File: config.mk
export PLATFORM = sky130hd
export DESIGN_NAME = instr_fetch_unit
export DESIGN_NICKNAME = d
export VERILOG_FILES = /design/src/rtl/fetch_pkg.sv /design/src/rtl/instr_fetch_unit_if_id_reg.sv /design/src/rtl/instr_fetch_unit.sv
export SDC_FILE = /design/constraint.sdc
export NUM_CORES = 1
export LEC_CHECK = 0
export BUFFER_PORTS_ARGS = -buffer_cell sky130_fd_sc_hd__buf_2
export CAP_MARGIN = 20
export CORE_UTILIZATION = 50
export DETAILED_ROUTE_END_ITERATION = 12
export PLACE_DENSITY = 0.77
export SLEW_MARGIN = 25
export SYNTH_ARGS = -nofsm -noshare
export SYNTH_HDL_FRONTEND = slang
export SYNTH_SLANG_ARGS = --single-unit
export TNS_END_PERCENT = 5
File: constraint.sdc
create_clock -name clk -period 3.65 [get_ports clk]
set_input_delay 0.365 -clock clk [delete_from_list [all_inputs] [get_ports clk]]
set_output_delay 0.365 -clock clk [all_outputs]
set_load 0.05 [all_outputs]
File: src/rtl/fetch_pkg.sv
// Shared definitions for the instruction fetch stage:
// FSM encoding, NOP word, PC step and the IF/ID bundle.
package fetch_pkg;

    localparam logic [1:0] IDLE  = 2'd0;
    localparam logic [1:0] FETCH = 2'd1;
    localparam logic [1:0] HOLD  = 2'd2;
    localparam logic [1:0] DRAIN = 2'd3;

    localparam logic [31:0] NOP_INSTR = 32'h0000_0000;
    localparam logic [31:0] PC_INCR   = 32'd4;

    typedef struct packed {
        logic [31:0] instr;
        logic [31:0] pc_plus4;
    } if_id_t;

    function automatic logic [31:0] inc_pc(input logic [31:0] p);
        return p + PC_INCR;
    endfunction

endpackage

File: src/rtl/instr_fetch_unit_if_id_reg.sv
// IF/ID pipeline register; priority flush > stall > load, else bubble.
// Ports: clk, rst, load, flush, stall, data in; instr, pc_plus4, valid out.
import fetch_pkg::*;

module if_id_reg (
    input  logic        clk,
    input  logic        rst,
    input  logic        load,
    input  logic        flush,
    input  logic        stall,
    input  if_id_t      data,
    output logic [31:0] instr,
    output logic [31:0] pc_plus4,
    output logic        valid
);

    // A bubble keeps pc_plus4 so downstream sees a stable value.
    always_ff @(posedge clk) begin
        if (rst) begin
            instr    <= NOP_INSTR;
            pc_plus4 <= '0;
            valid    <= 1'b0;
        end else if (flush) begin
            instr <= NOP_INSTR;
            valid <= 1'b0;
        end else if (stall) begin
            instr <= instr;
        end else if (load) begin
            instr    <= data.instr;
            pc_plus4 <= data.pc_plus4;
            valid    <= 1'b1;
        end else begin
            instr <= NOP_INSTR;
            valid <= 1'b0;
        end
    end

endmodule

File: src/rtl/instr_fetch_unit.sv
// MIPS fetch stage: PC, imem handshake (one outstanding), skid, IF/ID.
// Ports: clk, rst, imem_req/addr/ack/rdata, stall_id, branch_taken/
// branch_target, jump/jump_target, pc, if_id_instr/pc_plus4/valid.
// Macro FETCH_PERF_CNT_EN adds perf_fetched / perf_bubbles outputs.
import fetch_pkg::*;

module instr_fetch_unit #(
    parameter logic [31:0] RESET_PC = 32'h0000_0000,
    parameter int          PC_W     = 32
) (
    input  logic            clk,
    input  logic            rst,
    output logic            imem_req,
    output logic [PC_W-1:0] imem_addr,
    input  logic            imem_ack,
    input  logic [PC_W-1:0] imem_rdata,
    input  logic            stall_id,
    input  logic            branch_taken,
    input  logic [PC_W-1:0] branch_target,
    input  logic            jump,
    input  logic [PC_W-1:0] jump_target,
    output logic [PC_W-1:0] pc,
    output logic [PC_W-1:0] if_id_instr,
    output logic [PC_W-1:0] if_id_pc_plus4,
    output logic            if_id_valid
`ifdef FETCH_PERF_CNT_EN
    ,
    output logic [31:0]     perf_fetched,
    output logic [31:0]     perf_bubbles
`endif
);

    logic [1:0]      state, state_n;
    logic [PC_W-1:0] pc_n;
    logic [PC_W-1:0] drain_addr, drain_n;
    logic [PC_W-1:0] skid_instr, skid_n;
    logic            redirect;
    logic [PC_W-1:0] target;
    logic            ld;
    if_id_t          ld_data;

    assign redirect = branch_taken | jump;
    // Branch comes from the older instruction, so it wins.
    assign target   = branch_taken ? branch_target : jump_target;

    assign imem_req  = (state == FETCH) || (state == DRAIN);
    // While draining, the bus must stay on the abandoned address.
    assign imem_addr = (state == DRAIN) ? drain_addr : pc;

    always_comb begin
        state_n          = state;
        pc_n             = pc;
        drain_n          = drain_addr;
        skid_n           = skid_instr;
        ld               = 1'b0;
        ld_data.instr    = imem_rdata;
        ld_data.pc_plus4 = inc_pc(pc);
        unique case (state)
            IDLE: state_n = FETCH;
            FETCH: begin
                if (redirect) begin
                    state_n = imem_ack ? FETCH : DRAIN;
                    drain_n = pc;
                end else if (imem_ack) begin
                    if (stall_id) begin
                        skid_n  = imem_rdata;
                        state_n = HOLD;
                    end else begin
                        ld   = 1'b1;
                        pc_n = inc_pc(pc);
                    end
                end
            end
            HOLD: begin
                if (redirect) begin
                    state_n = FETCH;
                end else if (!stall_id) begin
                    ld            = 1'b1;
                    ld_data.instr = skid_instr;
                    pc_n          = inc_pc(pc);
                    state_n       = FETCH;
                end
            end
            DRAIN: begin
                if (imem_ack) state_n = FETCH;
            end
            default: state_n = IDLE;
        endcase
        if (redirect) pc_n = target;
    end

    always_ff @(posedge clk) begin
        if (rst) begin
            state      <= IDLE;
            pc         <= RESET_PC;
            drain_addr <= RESET_PC;
            skid_instr <= NOP_INSTR;
        end else begin
            state      <= state_n;
            pc         <= pc_n;
            drain_addr <= drain_n;
            skid_instr <= skid_n;
        end
    end

    if_id_reg u_if_id (
        .clk      (clk),
        .rst      (rst),
        .load     (ld),
        .flush    (redirect),
        .stall    (stall_id),
        .data     (ld_data),
        .instr    (if_id_instr),
        .pc_plus4 (if_id_pc_plus4),
        .valid    (if_id_valid)
    );

`ifdef FETCH_PERF_CNT_EN
    logic bubble;
    assign bubble = redirect || (!stall_id && !ld);

    always_ff @(posedge clk) begin
        if (rst) begin
            perf_fetched <= '0;
            perf_bubbles <= '0;
        end else begin
            if (ld)     perf_fetched <= perf_fetched + 32'd1;
            if (bubble) perf_bubbles <= perf_bubbles + 32'd1;
        end
    end
`endif

endmodule
==> results <==
- The iteration-0 DRC count of the detailed router is approximately 480.
- The via density per instance is about 5.7.
- The final sum of negative setup slack is 0 ns.
- The run finished with clean final reports.
- Dividing the synthesized area by the synthesized cell count gives 8.14 µm².
- The ratio of final minimum period to clock period is 73.5%.
- The routed design has around 23000 µm of wire.
- Setup repair after global routing left no endpoint under its margin.
- The sort of element at the end of the critical path is a primary output.
- The family of cells with the greatest summed delay on the critical path is adder cells.
- The wire length of the first global-routing pass is 35500 µm.
- For this run, the detailed router's first-pass iteration total came to 5.
- At the end of routability-driven placement, the weighted congestion stood at around 0.85.
- The cell leakage power is 3.93 nW.
- In the global route stage, overall resource usage came out at between 20 and 30%.
- Measured along the y axis, the die boundary spans between 100 and 150 µm.
- In this run the post-CTS setup repair buffer count came out at 0.
- The total overflow reported by the global router is 0.
- Yosys attributes the largest share of cell area to sky130_fd_sc_hd__dfxtp_1 (42%), sky130_fd_sc_hd__a21oi_1 (9.2%), sky130_fd_sc_hd__nand2_1 (7.9%).
- Timing analysis after detailed placement gives a worst setup slack of around 1.1 ns.
- The number of cell rows is 45.
- The share of layout cells above drive strength 1 is around 28%.
- In this run the standard cell core region covers between 15000 and 20000 µm².
- The number of different library cells in the post-synthesis netlist is 60.
- The path class of the tightest hold or removal check is input port to flop.
- After clock tree synthesis, the flow added hold-fix buffers numbering 0.
- The area of the die is roughly 16000 µm².
- The count of endpoints failing hold in the final timing report is 0.
- The insertion delay to the later sink of the worst-skew pair is approximately 0.42 ns.
- The worst-case IR drop observed on VDD is 0.000342 V.
- In the final routed layout, each cell accounts on average for around 17 µm.
- The terminus of the critical flop-to-flop path is pc[26].
- The transition time of the tightest slew-check pin is about 0.95 ns.
- The max-capacitance violation count is 0.
- The signal arrival time at the worst endpoint is 2.32 ns.
- The smallest setup slack after layout is 0.969 ns.
- The CTS buffer count is 17.
- The synthesis warning total is 0.
- The clock tree root driver cell is sky130_fd_sc_hd__clkbuf_16.
- The sort of element at the start of the critical path is a flop.
- Of all nets on the critical path, the largest fanout is 38.
- The startpoint identified for the worst register-to-register timing path is pc[2].
- The buffering stage count on the worst path with inverters included is 1.
- The total area of sequential cells is around 3300 µm².
- The count of cells resized by post-cts repair is 0.
- The cell type with the largest total area after synthesis is sky130_fd_sc_hd__dfxtp_1.
- Sequential cells were found to cover a little over two fifths of the synthesized design area.
- The final critical path time including I/O delays and setup is ~2.7 ns.
- The max-slew headroom at the worst pin is approximately 37%.
- Derived from the worst setup path, the maximum achievable clock frequency is ~0.37 GHz.
- The half-perimeter wire length after placement is between 15000 and 20000 µm.
- The net count after synthesis is approximately 1100.
- The residual DRC count is 0.
- After synthesis, the share of flip-flops with an asynchronous set or reset is 0%.
- TritonCTS built the clock tree.
- The number of cells on the worst hold path is 3.
- Data on the critical path is required at its endpoint by roughly 3.3 ns.
- The clock net sink count is about 160.
- The worst setup path is of the flop to primary output kind.
- The fraction of synthesized cell area taken by the top area cell type is around two fifths.
- The synthesized design contains 163 register bits.
- The number of global-route vias before repair is between 6000 and 7000.
- The repair_antennas step left the layout with diodes totalling 0.
- Traced cell by cell, the critical path runs through ha_2 -> mux2_2 -> buf_2.
- The clock transition at the registers of the reported paths is about 0.060 ns.
- Counting the fill cells in the layout gives 1362.
- Once the floorplan was initialized, standard cells occupied between 50% and 60% of the core.
- The worst hold path terminates at pc[0].
- The width of the die is 127 µm.
- Entering global routing, the biggest net connects 67 pins.
- The initial antenna violation count is 0.
- The cell area that synthesis handed to floorplanning was about 7800 µm².
- The total area of multi-input combinational cells is a little over 4000 µm².
- Measured in cells, the most critical reg-to-reg path has a length of 6.
- The maximum single-stage delay on the critical path is about 0.8 ns.
- The startpoint of the most critical hold path is branch_target[0].
- The maximum level of the CTS H-tree is 4.
- After technology mapping, the gate count stands at approximately 960.
- The area added between synthesis and finish is 22.0%.
- The slack of the worst reg-to-reg path is 1.24 ns.
- The max-slew violation total from the final report is 0.
- The most instantiated flip-flop cell in the synthesis netlist is sky130_fd_sc_hd__dfxtp_1.
- The worst clock skew is roughly 0.0055 ns.
- For this run, the post-layout net count is around 1200.
- The power density of the placed cells is roughly 460 nW/µm².
- The number of nets with antenna violations after routing is 0.
- Setup violations remaining at the end of the flow were counted as 0.
- The number of primary I/O pins is 232.
- The maximum buffer depth of the clock tree is 2.
- Yosys mapped a number of flops with a built-in enable equal to 0.
- During placement, the flow inserted port buffers numbering 231.
- The routed layout has around 7600 vias.
- The cell with the biggest individual delay on the critical path is sky130_fd_sc_hd__ha_2.
registers in the layout, indices dropped and copies added, names as in the netlist:
name and flops:
pc 32, u_if_id.valid 1, u_if_id.pc_plus4 32, u_if_id.instr 32, drain_addr 32, state 2, skid_instr 32
cells in the final DEF (no fill, tap or decap), types with 4 or more instances in the layout:
| cell type | count |
|---|---|
| sky130_fd_sc_hd__and4_1 | 4 |
| sky130_fd_sc_hd__xnor2_1 | 9 |
| sky130_fd_sc_hd__inv_1 | 8 |
| sky130_fd_sc_hd__buf_4 | 13 |
| sky130_fd_sc_hd__clkinv_4 | 5 |
| sky130_fd_sc_hd__nor2_1 | 92 |
| sky130_fd_sc_hd__clkbuf_16 | 17 |
| sky130_fd_sc_hd__buf_2 | 230 |
| sky130_fd_sc_hd__dfxtp_1 | 163 |
| sky130_fd_sc_hd__o21ai_0 | 28 |
| sky130_fd_sc_hd__mux2i_1 | 38 |
| sky130_fd_sc_hd__nor4_1 | 4 |
| sky130_fd_sc_hd__a211oi_1 | 19 |
| sky130_fd_sc_hd__xor2_1 | 28 |
| sky130_fd_sc_hd__mux2_2 | 28 |
| sky130_fd_sc_hd__nor3_1 | 14 |
| sky130_fd_sc_hd__o22ai_1 | 8 |
| sky130_fd_sc_hd__nand2_1 | 164 |
| sky130_fd_sc_hd__and3_1 | 6 |
| sky130_fd_sc_hd__o21a_1 | 4 |
| sky130_fd_sc_hd__a22oi_1 | 9 |
| sky130_fd_sc_hd__nor2_2 | 4 |
| sky130_fd_sc_hd__a21oi_1 | 143 |
| sky130_fd_sc_hd__nand4_1 | 15 |
| sky130_fd_sc_hd__a22o_1 | 9 |
| sky130_fd_sc_hd__nand3_1 | 23 |
kinds of logic (layout without fill, tap and decap cells):
kind of cell,count (synthesis),after routing,share of synthesized area (%)
XOR/XNOR,37,37,4.15
AND/OR/NAND/NOR,348,348,20.3
adder cells (fa/ha/maj),4,4,0.641
buffers and inverters,94,284,5.45
AO/OA/AOI/OAI,247,247,18.8
multiplexers,66,66,8.91
flip-flops,163,163,41.8
worst min-delay path: cells and delay by family:
family,cells,cell delay (ns)
buffers and inverters,1,0.07
AND/OR/NAND/NOR,1,0.07
AO/OA/AOI/OAI,1,0.05
per-stage QoR:
stage | instance area (µm²) | hold WS, ns | utilization, % | cells | power, mW
after CTS | 9520 | 0.162 | 62.6 | 1337 | 4.35
after global routing | 9520 | 0.186 | 62.6 | 1337 | 4.48
after floorplan | 7810 | 0.433 | - | 959 | 2.38
after detailed placement | 8920 | 0.445 | 58.7 | 1305 | 2.58
after global placement | 8920 | 0.440 | 58.7 | 1305 | 2.57
final | 9520 | 0.175 | 62.6 | 1337 | 4.34
area by class of cell:
type                       count  area share [%]
inverter                       9           0.355
clock buffer                  21            4.94
multi-input combinational    702            43.5
timing repair buffer         243            13.1
tap                          188            2.47
clock inverter                11            1.35
sequential                   163            34.3
power breakdown:
part	internal (mW)	total [mW]	switching, mW
clock network	1.06	1.80	0.733
registers	1.83	1.89	0.0678
logic	0.202	0.651	0.450
worst max-delay path by stage:
stage                            start             end  slack [ns]  cells past startpoint
final                         state[1]    imem_addr[6]        0.97                      3
after global routing          state[1]   imem_addr[11]        0.84                      3
after CTS                     state[0]   imem_addr[31]        0.94                      3
after detailed placement  branch_taken  drain_addr[26]        1.11                      6
after global placement    branch_taken  drain_addr[25]        1.21                      6
after floorplan               state[0]   imem_addr[12]        1.24                      4
synth_stat cells, types with 4 or more instances:
cell / n
sky130_fd_sc_hd__nor3_1: 14
sky130_fd_sc_hd__inv_1: 8
sky130_fd_sc_hd__a211oi_1: 19
sky130_fd_sc_hd__nor4_1: 4
sky130_fd_sc_hd__and4_1: 4
sky130_fd_sc_hd__nand4_1: 15
sky130_fd_sc_hd__dfxtp_1: 163
sky130_fd_sc_hd__nand2_1: 165
sky130_fd_sc_hd__clkbuf_1: 48
sky130_fd_sc_hd__buf_2: 27
sky130_fd_sc_hd__xnor2_1: 9
sky130_fd_sc_hd__a21oi_1: 143
sky130_fd_sc_hd__nand3_1: 23
sky130_fd_sc_hd__nor2_1: 94
sky130_fd_sc_hd__xor2_1: 28
sky130_fd_sc_hd__o21ai_0: 28
sky130_fd_sc_hd__and3_1: 6
sky130_fd_sc_hd__mux2_2: 28
sky130_fd_sc_hd__a22oi_1: 9
sky130_fd_sc_hd__o21a_1: 4
sky130_fd_sc_hd__a22o_1: 9
sky130_fd_sc_hd__o22ai_1: 8
sky130_fd_sc_hd__ha_1: 4
sky130_fd_sc_hd__mux2i_1: 38
sky130_fd_sc_hd__buf_6: 4
layer usage:
metal | vias to the layer above | global-route usage [%] | part of all wire (%) | routed length [µm]
met4 | 0 | 11.3 | 2.3 | 529
met5 | - | 0 | 0 | 0
met1 | 3561 | 37.2 | 44 | 9950
li1 | 3688 | - | - | -
met2 | 314 | 44.5 | 46 | 10500
met3 | 46 | 5.31 | 7.2 | 1620
(Power assumes the default switching activity.)
